<file path="src/rtl/cpu_types_pkg.sv">
// Shared CPU datapath types: machine word, opcode field width and the
// opcode that terminates fetch.
package cpu_types_pkg;

    localparam int WORD_W = 32;
    typedef logic [WORD_W-1:0] word_t;

    localparam int OP_W = 6;
    typedef logic [OP_W-1:0] opcode_t;

    localparam opcode_t HALT_OPCODE = 6'b111111;

endpackage

</file>
<file path="src/rtl/if_id_queue.sv">
// Fetch-to-decode instruction queue: a small circular FIFO of {instr, npc}
// that also tracks a fetched HALT (stops fetch) and a retired HALT (halt out).
module if_id_queue
    import cpu_types_pkg::*;
#(
    parameter int      DEPTH   = 4,
    parameter int      IW      = $bits(word_t),
    parameter int      PW      = $bits(word_t),
    parameter opcode_t HALT_OP = HALT_OPCODE
) (
    input  logic                     CLK,
    input  logic                     nRST,
    input  logic                     ihit,
    input  logic [IW-1:0]            instr,
    input  logic [PW-1:0]            npc,
    input  logic                     deq,
    input  logic                     flush,
    output logic [IW-1:0]            instr_out,
    output logic [PW-1:0]            npc_out,
    output logic                     valid_out,
    output logic                     full,
    output logic [$clog2(DEPTH):0]   count,
    output logic                     fetch_stall,
    output logic                     halt
);

    localparam int PTR_W = $clog2(DEPTH);
    localparam int CW    = PTR_W + 1;

    logic [IW-1:0]    instr_mem_q [DEPTH];
    logic [IW-1:0]    instr_mem_d [DEPTH];
    logic [PW-1:0]    npc_mem_q   [DEPTH];
    logic [PW-1:0]    npc_mem_d   [DEPTH];
    logic [PTR_W-1:0] wr_ptr_q, wr_ptr_d;
    logic [PTR_W-1:0] rd_ptr_q, rd_ptr_d;
    logic [CW-1:0]    count_q, count_d;
    logic             halt_seen_q, halt_seen_d;
    logic             halt_q, halt_d;

    logic             enq_ok, deq_ok;
    logic             empty;

    assign empty     = (count_q == '0);
    assign full      = (count_q == CW'(DEPTH));
    assign valid_out = !empty;
    assign count     = count_q;
    assign halt      = halt_q;

    assign fetch_stall = full || halt_seen_q;

    // Full is judged on the current occupancy, so a same-cycle dequeue never
    // frees a slot for the incoming instruction.
    assign enq_ok = ihit && !full && !halt_seen_q && !flush;
    assign deq_ok = deq && valid_out && !flush;

    assign instr_out = empty ? '0 : instr_mem_q[rd_ptr_q];
    assign npc_out   = empty ? '0 : npc_mem_q[rd_ptr_q];

    always_comb begin
        instr_mem_d = instr_mem_q;
        npc_mem_d   = npc_mem_q;
        wr_ptr_d    = wr_ptr_q;
        rd_ptr_d    = rd_ptr_q;
        count_d     = count_q;
        halt_seen_d = halt_seen_q;
        halt_d      = halt_q;

        if (enq_ok) begin
            instr_mem_d[wr_ptr_q] = instr;
            npc_mem_d[wr_ptr_q]   = npc;
            wr_ptr_d              = wr_ptr_q + PTR_W'(1);
            if (instr[IW-1 -: OP_W] == HALT_OP)
                halt_seen_d = 1'b1;
        end

        if (deq_ok) begin
            rd_ptr_d = rd_ptr_q + PTR_W'(1);
            if (instr_mem_q[rd_ptr_q][IW-1 -: OP_W] == HALT_OP)
                halt_d = 1'b1;
        end

        if (enq_ok && !deq_ok)
            count_d = count_q + CW'(1);
        else if (deq_ok && !enq_ok)
            count_d = count_q - CW'(1);

        // Redirect empties the queue and re-arms fetch; a retired halt stays.
        if (flush) begin
            wr_ptr_d    = '0;
            rd_ptr_d    = '0;
            count_d     = '0;
            halt_seen_d = 1'b0;
        end
    end

    always_ff @(posedge CLK or negedge nRST) begin
        if (!nRST) begin
            for (int i = 0; i < DEPTH; i++) begin
                instr_mem_q[i] <= '0;
                npc_mem_q[i]   <= '0;
            end
            wr_ptr_q    <= '0;
            rd_ptr_q    <= '0;
            count_q     <= '0;
            halt_seen_q <= 1'b0;
            halt_q      <= 1'b0;
        end else begin
            instr_mem_q <= instr_mem_d;
            npc_mem_q   <= npc_mem_d;
            wr_ptr_q    <= wr_ptr_d;
            rd_ptr_q    <= rd_ptr_d;
            count_q     <= count_d;
            halt_seen_q <= halt_seen_d;
            halt_q      <= halt_d;
        end
    end

endmodule

</file>
<file path="config.mk">
export PLATFORM = sky130hd
export DESIGN_NAME = if_id_queue
export DESIGN_NICKNAME = d
export VERILOG_FILES = /design/src/rtl/cpu_types_pkg.sv /design/src/rtl/if_id_queue.sv
export SDC_FILE = /design/constraint.sdc
export NUM_CORES = 1
export LEC_CHECK = 0
export BUFFER_PORTS_ARGS = -buffer_cell sky130_fd_sc_hd__buf_2
export CAP_MARGIN = 10
export CORE_AREA = 2 2 159 161
export CTS_CLUSTER_DIAMETER = 120
export CTS_CLUSTER_SIZE = 8
export DETAILED_ROUTE_END_ITERATION = 8
export DIE_AREA = 0 0 161 163
export PLACE_DENSITY = 0.84
export SLEW_MARGIN = 15
export SYNTH_ARGS = -nofsm -noshare
export SYNTH_HDL_FRONTEND = slang
export SYNTH_SLANG_ARGS = --single-unit
</file>
<file path="constraint.sdc">
create_clock -name CLK -period 6.4 [get_ports CLK]
set_input_delay 0.64 -clock CLK [delete_from_list [all_inputs] [get_ports CLK]]
set_output_delay 0.64 -clock CLK [all_outputs]
set_load 0.03 [all_outputs]
</file>
# Word level (Yosys, flattened, before mapping)
# Cells that the tools add are included.
[op_classes] n_addsub=4 mul=0 div_mod_pow=0 n_lt_le_gt_ge=3 n_eq_ne=3 shifts=0 n_mux=22 bitwise=2 n_reduce_logical=22
[op_table] cell="bitwise mux 128 bit" n=2
[op_table] cell="two-way mux 32 bit" n=7
[op_table] cell="binary-select mux 32 bit (select 2 bit)" n=2
[op_table] cell="demux 32 bit (select 2 bit)" n=1
[op_table] cell="== test 6 bit (second input constant)" n=2
[op_table] cell="two-way mux 3 bit" n=3
[op_table] cell="logical AND 1 bit" n=8
[op_table] cell="two-way mux 2 bit" n=4
[op_table] cell="greater-or-equal comparator 3 bit (second input constant)" n=2
[op_table] cell="zero test 1 bit" n=6
[op_table] cell="NOT 2 -> 3 bit" n=2
[op_table] cell="nonzero test 2 bit" n=3
[op_table] cell="adder 2 x 1 -> 2 bit (second input constant)" n=2
[op_table] cell="AND reduction 2 bit" n=2
[op_table] cell="adder 3 x 1 -> 3 bit (second input constant)" n=1
[op_table] cell="== test 3 bit (second input constant)" n=1
[op_table] cell="zero test 3 bit" n=1
[op_table] cell="less-than comparator 3 x 1 -> 1 bit (second input constant)" n=1
[op_table] cell="two-way mux 1 bit" n=3
[op_table] cell="nonzero test 3 bit" n=1
[op_table] cell="subtractor 3 x 1 -> 3 bit (second input constant)" n=1
[op_table] cell="logical OR 1 bit" n=1
[totals] register_bits=265 latchBits=0 ram_bits=0 rom_bits=0 memories=0

# Logic depth before layout (Yosys ltp)
# Gate-level depths: netlist of the first run.
[depth] word_depth=10 mapped_depth=9 mapped_depth_nobuf=8

# Worst setup path after synthesis of the first run
# No wires, ideal clock.
[synth_timing] kind="register -> register" start="register count_q[0] (netlist: count[0])" end="register count_q[2] (netlist: count[2])" setup_time_ns=0.063 arrival_time_ns=2.491 required_ns=6.337 setup_slack_ns=3.846 stages_incl_launch_ff=9 period_less_slack_ns=2.554 cell_sequence="dfrtp_1 > buf_4 > nor3b_4 > nor3_2 > and2_1 > fa_1 > or3_1 > a21oi_1 > o21ba_2"
[synth_via] elab_chain_cells=8
[synth_lines] element="start: declaration" line_no="if_id_queue.sv:36" text="logic [CW-1:0] count_q, count_d;"
[synth_lines] element="start signal: assignment" line_no="if_id_queue.sv:112" text="count_q <= count_d;"
[synth_lines] element="== test 3 bit (*)" line_no="if_id_queue.sv:44" text="assign full = (count_q == CW'(DEPTH));"
[synth_lines] element="via full" line_no="if_id_queue.sv:21" text="output logic full,"
[synth_lines] element="zero test 1 bit (*)" line_no="if_id_queue.sv:53" text="assign enq_ok = ihit && !full && !halt_seen_q && !flush;"
[synth_lines] element="logical AND 1 bit (*) (3 in series)" line_no="if_id_queue.sv:53"
[synth_lines] element="logical AND 1 bit / zero test 1 bit (equally long branches)" line_no="if_id_queue.sv:82, if_id_queue.sv:84"
[synth_lines] element="two-way mux 3 bit / logical AND 1 bit (equally long branches)" line_no="if_id_queue.sv:82, if_id_queue.sv:84"
[synth_lines] element="two-way mux 3 bit / nonzero test 3 bit (equally long branches)"
# The timed path passes the listed nets; every way through them passes the cells marked *. The select of a mux whose other input is x is not followed.
# A chain may end at the register's enable or synchronous reset.

# Worst setup path in the final report of the first run
[layout_timing] start="register rd_ptr_q[0]" end="output instr_out[13]"
[layout_via] elab_chain_cells=5
[layout_lines] element="start: declaration" line_no="if_id_queue.sv:35" text="logic [PTR_W-1:0] rd_ptr_q, rd_ptr_d;"
[layout_lines] element="start signal: assignment" line_no="if_id_queue.sv:111" text="rd_ptr_q <= rd_ptr_d;"
[layout_lines] element="NOT 2 -> 3 bit (not written as such)" line_no="if_id_queue.sv:56" text="assign instr_out = empty ? '0 : instr_mem_q[rd_ptr_q];"
[layout_lines] element="binary-select mux 32 bit (select 2 bit)" line_no="if_id_queue.sv:56"
[layout_lines] element="two-way mux 32 bit (not written as such) (2 in series)" line_no="if_id_queue.sv:56"
[layout_lines] element="two-way mux 32 bit" line_no="if_id_queue.sv:56"
[layout_lines] element="end: declaration" line_no="if_id_queue.sv:18" text="output logic [IW-1:0] instr_out,"
# No other way between the ends. The select of a mux whose other input is x is not followed.

==> results of run 1 <==
[area by class of cell]
cell class,count,area [µm²]
well taps,330,413
fillers,1840,9790
multi-input cells,437,6020
diodes,2,5.00
flip-flops and latches,265,6640
inverters,4,15.0
clock buffers,42,987
repair buffers,146,771
clock inverters,4,35.0
[cells in the mapped netlist (all sizes together), types with 2 or more instances]
cell | count | area (µm²)
dfrtp | 265 | 6630
inv | 4 | 15.0
or3 | 3 | 18.8
mux4 | 64 | 1440
o211ai | 2 | 15.0
buf | 37 | 614
o21bai | 2 | 15.0
nor3 | 2 | 15.0
o21ai | 4 | 20.0
nor2 | 6 | 22.5
mux2 | 256 | 3780
a21oi | 3 | 15.0
clkbuf | 16 | 60.1
nor3b | 3 | 33.8
nand2 | 2 | 7.51
and2 | 69 | 442
ha | 4 | 50.1
o21ba | 2 | 20.0
xor2 | 2 | 17.5
nand3 | 3 | 15.0
[cell usage in the layout, fill, tap and decap left out, types with 2 or more instances in the layout]
cell,count
o21ba_2,2
inv_1,4
xor2_1,2
ha_1,4
and2_1,65
mux2_2,16
mux4_2,64
buf_2,138
clkbuf_16,39
mux2_4,240
o21bai_1,2
and2_4,4
o211ai_1,2
dfrtp_1,263
dfrtp_4,2
o21ai_0,4
diode_2,2
inv_6,3
nand2_1,2
a21oi_1,3
nor3b_1,2
or3_1,2
nor2_1,6
clkbuf_1,3
nand3_1,3
buf_4,6
[state kept, by name, summed over array words and instances, names as in the netlist]
register and cells:
instr_mem_q 128, npc_mem_q 128, count 3, rd_ptr_q 2, wr_ptr_q 2, halt 1
halt_seen_q 1
[worst max path at each step]
stage,slack [ns],startpoint,to,cells after the start
3_3_place_gp,3.16,rd_ptr_q[0]$_DFFE_PN0P_,instr_out[13],4
6_report,2.69,rd_ptr_q[0]$_DFFE_PN0P_,instr_out[13],4
5_1_grt,2.46,rd_ptr_q[0]$_DFFE_PN0P_,instr_out[13],4
3_5_place_dp,3.15,rd_ptr_q[0]$_DFFE_PN0P_,instr_out[13],4
2_1_floorplan,3.85,count[0]$_DFFE_PN0P_,count[2]$_DFFE_PN0P_,8
4_1_cts,2.60,rd_ptr_q[0]$_DFFE_PN0P_,instr_out[12],4
[cells by family after synthesis]
logic type	synth area share [%]
compound gates	0.891
xor+xnor	0.197
fa+ha+maj	0.525
buf+inv	5.17
flops	49.7
mux	39.2
simple gates	4.36
[critical path, cell delays in order (launching register included)]
cell and delay [ns]:
dfrtp_4 0.93, buf_4 0.66, mux4_2 0.60, and2_1 0.18, buf_2 0.17
[power by group]
group          switching [mW]  internal (mW)
Clock                   0.694           1.08
Combinational            1.48           1.87
Sequential              0.540           2.43
Total                    2.71           5.38
[through the flow]
stage	instance area, µm²	total power [mW]	hold WS [ns]	setup slack [ns]	utilization [%]
6_report	14900	8.09	0.166	2.69	60.3
5_1_grt	14900	8.52	0.263	2.46	60.3
4_1_cts	14900	8.17	0.234	2.60	60.3
3_5_place_dp	13900	6.33	0.468	3.15	56.2
3_3_place_gp	13900	6.22	0.457	3.16	56.2
2_1_floorplan	13300	5.57	0.344	3.85	-
[routing by layer]
layer,wire length [µm],up-vias,track usage [%],part of all wire (%)
li1,-,3014,-,-
met1,11700,3641,28.8,44
met2,13200,170,35.4,49
met3,1350,51,4.53,5.1
met4,503,0,5.32,1.9
met5,0,-,0,0
==> flow_metrics.py, run 1 <==
metrics = {
    "critical_path": {
        "r2r_start": "halt_seen_q$_DFFE_PN0P_",
        "criticalPathCategory": "flop to output port",
        "r2r-end": "npc_mem_q[127]$_DFFE_PN0P_",
        "critPathCaptureType": "output port",
        "cp-start-kind": "flop",
        "r2r_slack_ns": 3.40,
        "path_max_fanout": 37,
        "reg2regPathDepth": 5,
        "required_ns": 5.76,
        "cp_data_arrival_time_ns": 3.07,
    },
    "synth": {
        "syn_avg_cell_area_um2": 17.6,
        "yosys_register_bits": 265,
        "synth_edf_count": 0,
        "ys_warn_count": 0,
        "synth-seq-area-share_pct": 49.7,
        "synthCells": 759,
        "synth.cell_area_mm2": 0.0133,
        "synthFlopType": "dfrtp_1",
        "syn-num-nets": 833,
        "ys_types": 37,
        "async_flop_share_pct": 100,
    },
    "sta": {
        "setup_viol": 0,
        "hold_violations": 0,
        "relSlewSlack_pct": 30.0,
        "drv_slew": 0,
        "fin_crit_sh_pct": 58.0,
        "clock_skew_ns": 0.0122,
        "rsz0062_at_grt": "false",
        "period_needed_ns": 3.71,
        "worstMarginPinSlew_ns": 1.05,
        "tns_ns": 0,
        "max_freq_mhz": 269,
    },
    "detailed_routing": {
        "vias": 6876,
        "drc_errors": 0,
        "first_iter_violations": 431,
        "drtAntennaViolNets": 0,
        "routed_via_density": 5.59,
        "firstDrtPassIters": 4,
        "routedWlPerCell_um": 21.8,
        "wl_um": 26800,
    },
    "floorplan": {
        "coreArea_mm2": 0.0247,
        "rows": 58,
        "io_pins": 140,
        "fp.dieW_um": 161,
        "die_h_um": 163,
        "initial_utilization_pct": 54.1,
        "dieArea_mm2": 0.0262,
    },
    "final_layout": {
        "drive_above_1_share_pct": 58.0,
        "area_growth_pct": 11.6,
        "fin_cells": 1230,
        "fin_nets": 967,
    },
    "global_routing": {
        "grt_max_degree": 154,
        "grt_pass1_vias": 7790,
        "grt_pass1_wl_um": 44000,
        "antenna_found_initial": 2,
        "grt-ovfl-total": 0,
        "grt_use_total_pct": 21.3,
    },
    "run": {
        "cap_violations": 0,
    },
    "clocking": {
        "clockBufferDepth": 3,
        "post-cts-setup-buffers": 0,
        "cts_num_sinks": 265,
        "htree_levels": 2,
        "cts_root_buffer": "clkbuf_16",
        "cts_tree": "done",
        "cts_buffers": 39,
        "cts_hold_buf": 0,
        "clk_pin_slew_ns": 0.05,
        "clock_latency_ns": 0.51,
        "cts_resized": 0,
    },
    "hold_path": {
        "hp-class": "input pin to async pin",
    },
    "power_and_ir_drop": {
        "irDropWorstVdd_mv": 0.379,
        "leakagePower_nw": 6.85,
        "power_density_mw_per_mm2": 544,
    },
    "placement": {
        "place_inst": 1182,
        "portBuffers": 139,
        "place_hpwl_um": 15600,
        "gp_congestion": 0.746,
    },
    "run_status": {
        "status": "completed",
    },
}
(Power assumes the default switching activity.)
==> run 2, diff against run 1 <==
CORE_AREA = 2 2 161 163   (was 2 2 159 161)
DIE_AREA = 0 0 163 165   (was 0 0 161 163)
PLACE_DENSITY = 0.85   (was 0.84)
clock period = 3.25 ns   (was 6.4 ns; I/O delays follow)
==> flow_metrics.py, run 2 (same netlist as run 1, synthesis figures left out) <==
metrics = {
    "run": {
        "cap_violations": 0,
    },
    "sta": {
        "hold_violations": 0,
        "period_needed_ns": 2.87,
        "max_freq_mhz": 348,
        "relSlewSlack_pct": 25.3,
        "drv_slew": 0,
        "clock_skew_ns": 0.0218,
        "worstMarginPinSlew_ns": 1.12,
        "rsz0062_at_grt": "false",
        "tns_ns": 0,
        "fin_crit_sh_pct": 88.4,
        "setup_viol": 0,
    },
    "floorplan": {
        "coreArea_mm2": 0.0250,
        "fp.dieW_um": 163,
        "initial_utilization_pct": 53.3,
        "die_h_um": 165,
        "io_pins": 140,
        "dieArea_mm2": 0.0269,
        "rows": 58,
    },
    "global_routing": {
        "use_met2_pct": 32.1,
        "gr-usage-met3_pct": 4.12,
        "antenna_found_initial": 3,
        "grt_use_total_pct": 20.8,
        "grt_max_degree": 109,
        "grt_pass1_wl_um": 43500,
        "grt.busiest_layer": "met2",
        "grtUsageMet1_pct": 29.7,
        "grt-ovfl-total": 0,
        "grt_pass1_vias": 7690,
    },
    "clocking": {
        "cts_buffers": 39,
        "clk_pin_slew_ns": 0.05,
        "cts_root_buffer": "clkbuf_16",
        "htree_levels": 2,
        "cts_tree": "done",
        "cts_num_sinks": 265,
        "clock_latency_ns": 0.51,
        "clockBufferDepth": 3,
        "cts_resized": 0,
    },
    "placement": {
        "place_hpwl_um": 16800,
        "gp_congestion": 0.739,
        "portBuffers": 139,
    },
    "power_and_ir_drop": {
        "power_density_mw_per_mm2": 1060,
        "fin_total_pwr_mw": 16.1,
        "leakagePower_nw": 6.96,
        "irDropWorstVdd_mv": 0.741,
    },
    "critical_path": {
        "criticalPathCategory": "flop to output port",
        "cp_data_arrival_time_ns": 2.55,
        "path_max_fanout": 66,
        "critPathCaptureType": "output port",
        "cp-start-kind": "flop",
        "required_ns": 2.92,
    },
    "final_layout": {
        "final_common_cell": "dfrtp_1",
        "area_growth_pct": 13.4,
        "final_cell_mix": "dfrtp_1 (263), mux2_4 (240), buf_2 (138)",
        "drive_above_1_share_pct": 58.6,
        "fin_nets": 982,
    },
    "detailed_routing": {
        "wl_um": 26900,
        "firstDrtPassIters": 4,
        "vias": 6981,
        "routedWlPerCell_um": 21.6,
        "drc_errors": 0,
        "first_iter_violations": 469,
        "routed_via_density": 5.61,
        "drtAntennaViolNets": 0,
    },
    "run_status": {
        "status": "completed",
    },
    "hold_path": {
        "hp-class": "input pin to flop",
    },
}
[run 2: changes by cell type in the layout (fill, tap and decap cells not counted), sizes merged]
cell         previous run  this run
diode                   2         1
clkbuf                 42        43
buf                   146       160
dlygate4sd3             0         1
clkinv                  1         2
inv                     7         5
[run 2: path summary, 6_finish.rpt]
| path | startpoint | to | slack [ns] | cells past startpoint |
|---|---|---|---|---|
| max reg2reg | count[0]$_DFFE_PN0P_ | count[2]$_DFFE_PN0P_ | 0.83 | 7 |
| max in group asynchronous | nRST | instr_mem_q[4]$_DFFE_PN0P_ | 1.91 | 3 |
| min in group asynchronous | nRST | npc_mem_q[99]$_DFFE_PN0P_ | 0.47 | 2 |
| min | instr[17] | instr_mem_q[81]$_DFFE_PN0P_ | 0.09 | 2 |
| max | count[0]$_DFFE_PN0P_ | npc_out[17] | 0.38 | 3 |
| min reg2reg | halt$_DFFE_PN0P_ | halt$_DFFE_PN0P_ | 0.48 | 1 |
[run 2: worst max-delay path, cell delays in order, from the launching register on]
cell and delay [ns]:
dfrtp_1 0.50, or3_2 1.00, and2_1 0.35, buf_2 0.18
[run 2: final cells by class]
class                           count  area (µm²)
Clock inverter                      3        33.8
Fill cell                        1804        9900
Timing Repair Buffer              161         998
Antenna cell                        1        2.50
Multi-Input combinational cell    437        6020
Inverter                            4        15.0
Tap cell                          330         413
Clock buffer                       43        1010
Sequential cell                   265        6640
[run 2: per-layer routing]
| layer | vias to the layer above | routed length (µm) |
|---|---|---|
| met5 | - | 30 |
| met4 | 4 | 584 |
| met3 | 51 | 1130 |
| met2 | 155 | 12600 |
| met1 | 3724 | 12500 |
| li1 | 3047 | - |
[run 2: stage by stage]
step                      worst slack, ns  hold slack [ns]  area, µm²  utilization [%]  instances
after floorplan                     0.696           0.0294      13300                -        759
after CTS                           0.338           0.0698      15100             60.4       1243
after detailed placement            0.889            0.445      14100             56.2       1196
after global routing                0.260           0.0820      15100             60.5       1244
final                               0.377           0.0930      15100             60.5       1244
after global placement              0.919            0.450      14100             56.2       1196
[run 2: what timing repair did]
item / in CTS / in global routing
hold endpoints to repair: 103 / 0
buffers inserted: 0 / 0
setup endpoints to repair: 0 / 0
hold buffers: 1 / 0
[run 2: power breakdown]
group	leakage (nW)	switching, mW	internal, mW
sequential	3.34	0.971	4.79
clock	0.512	1.36	2.17
combinational	3.12	3.03	3.74
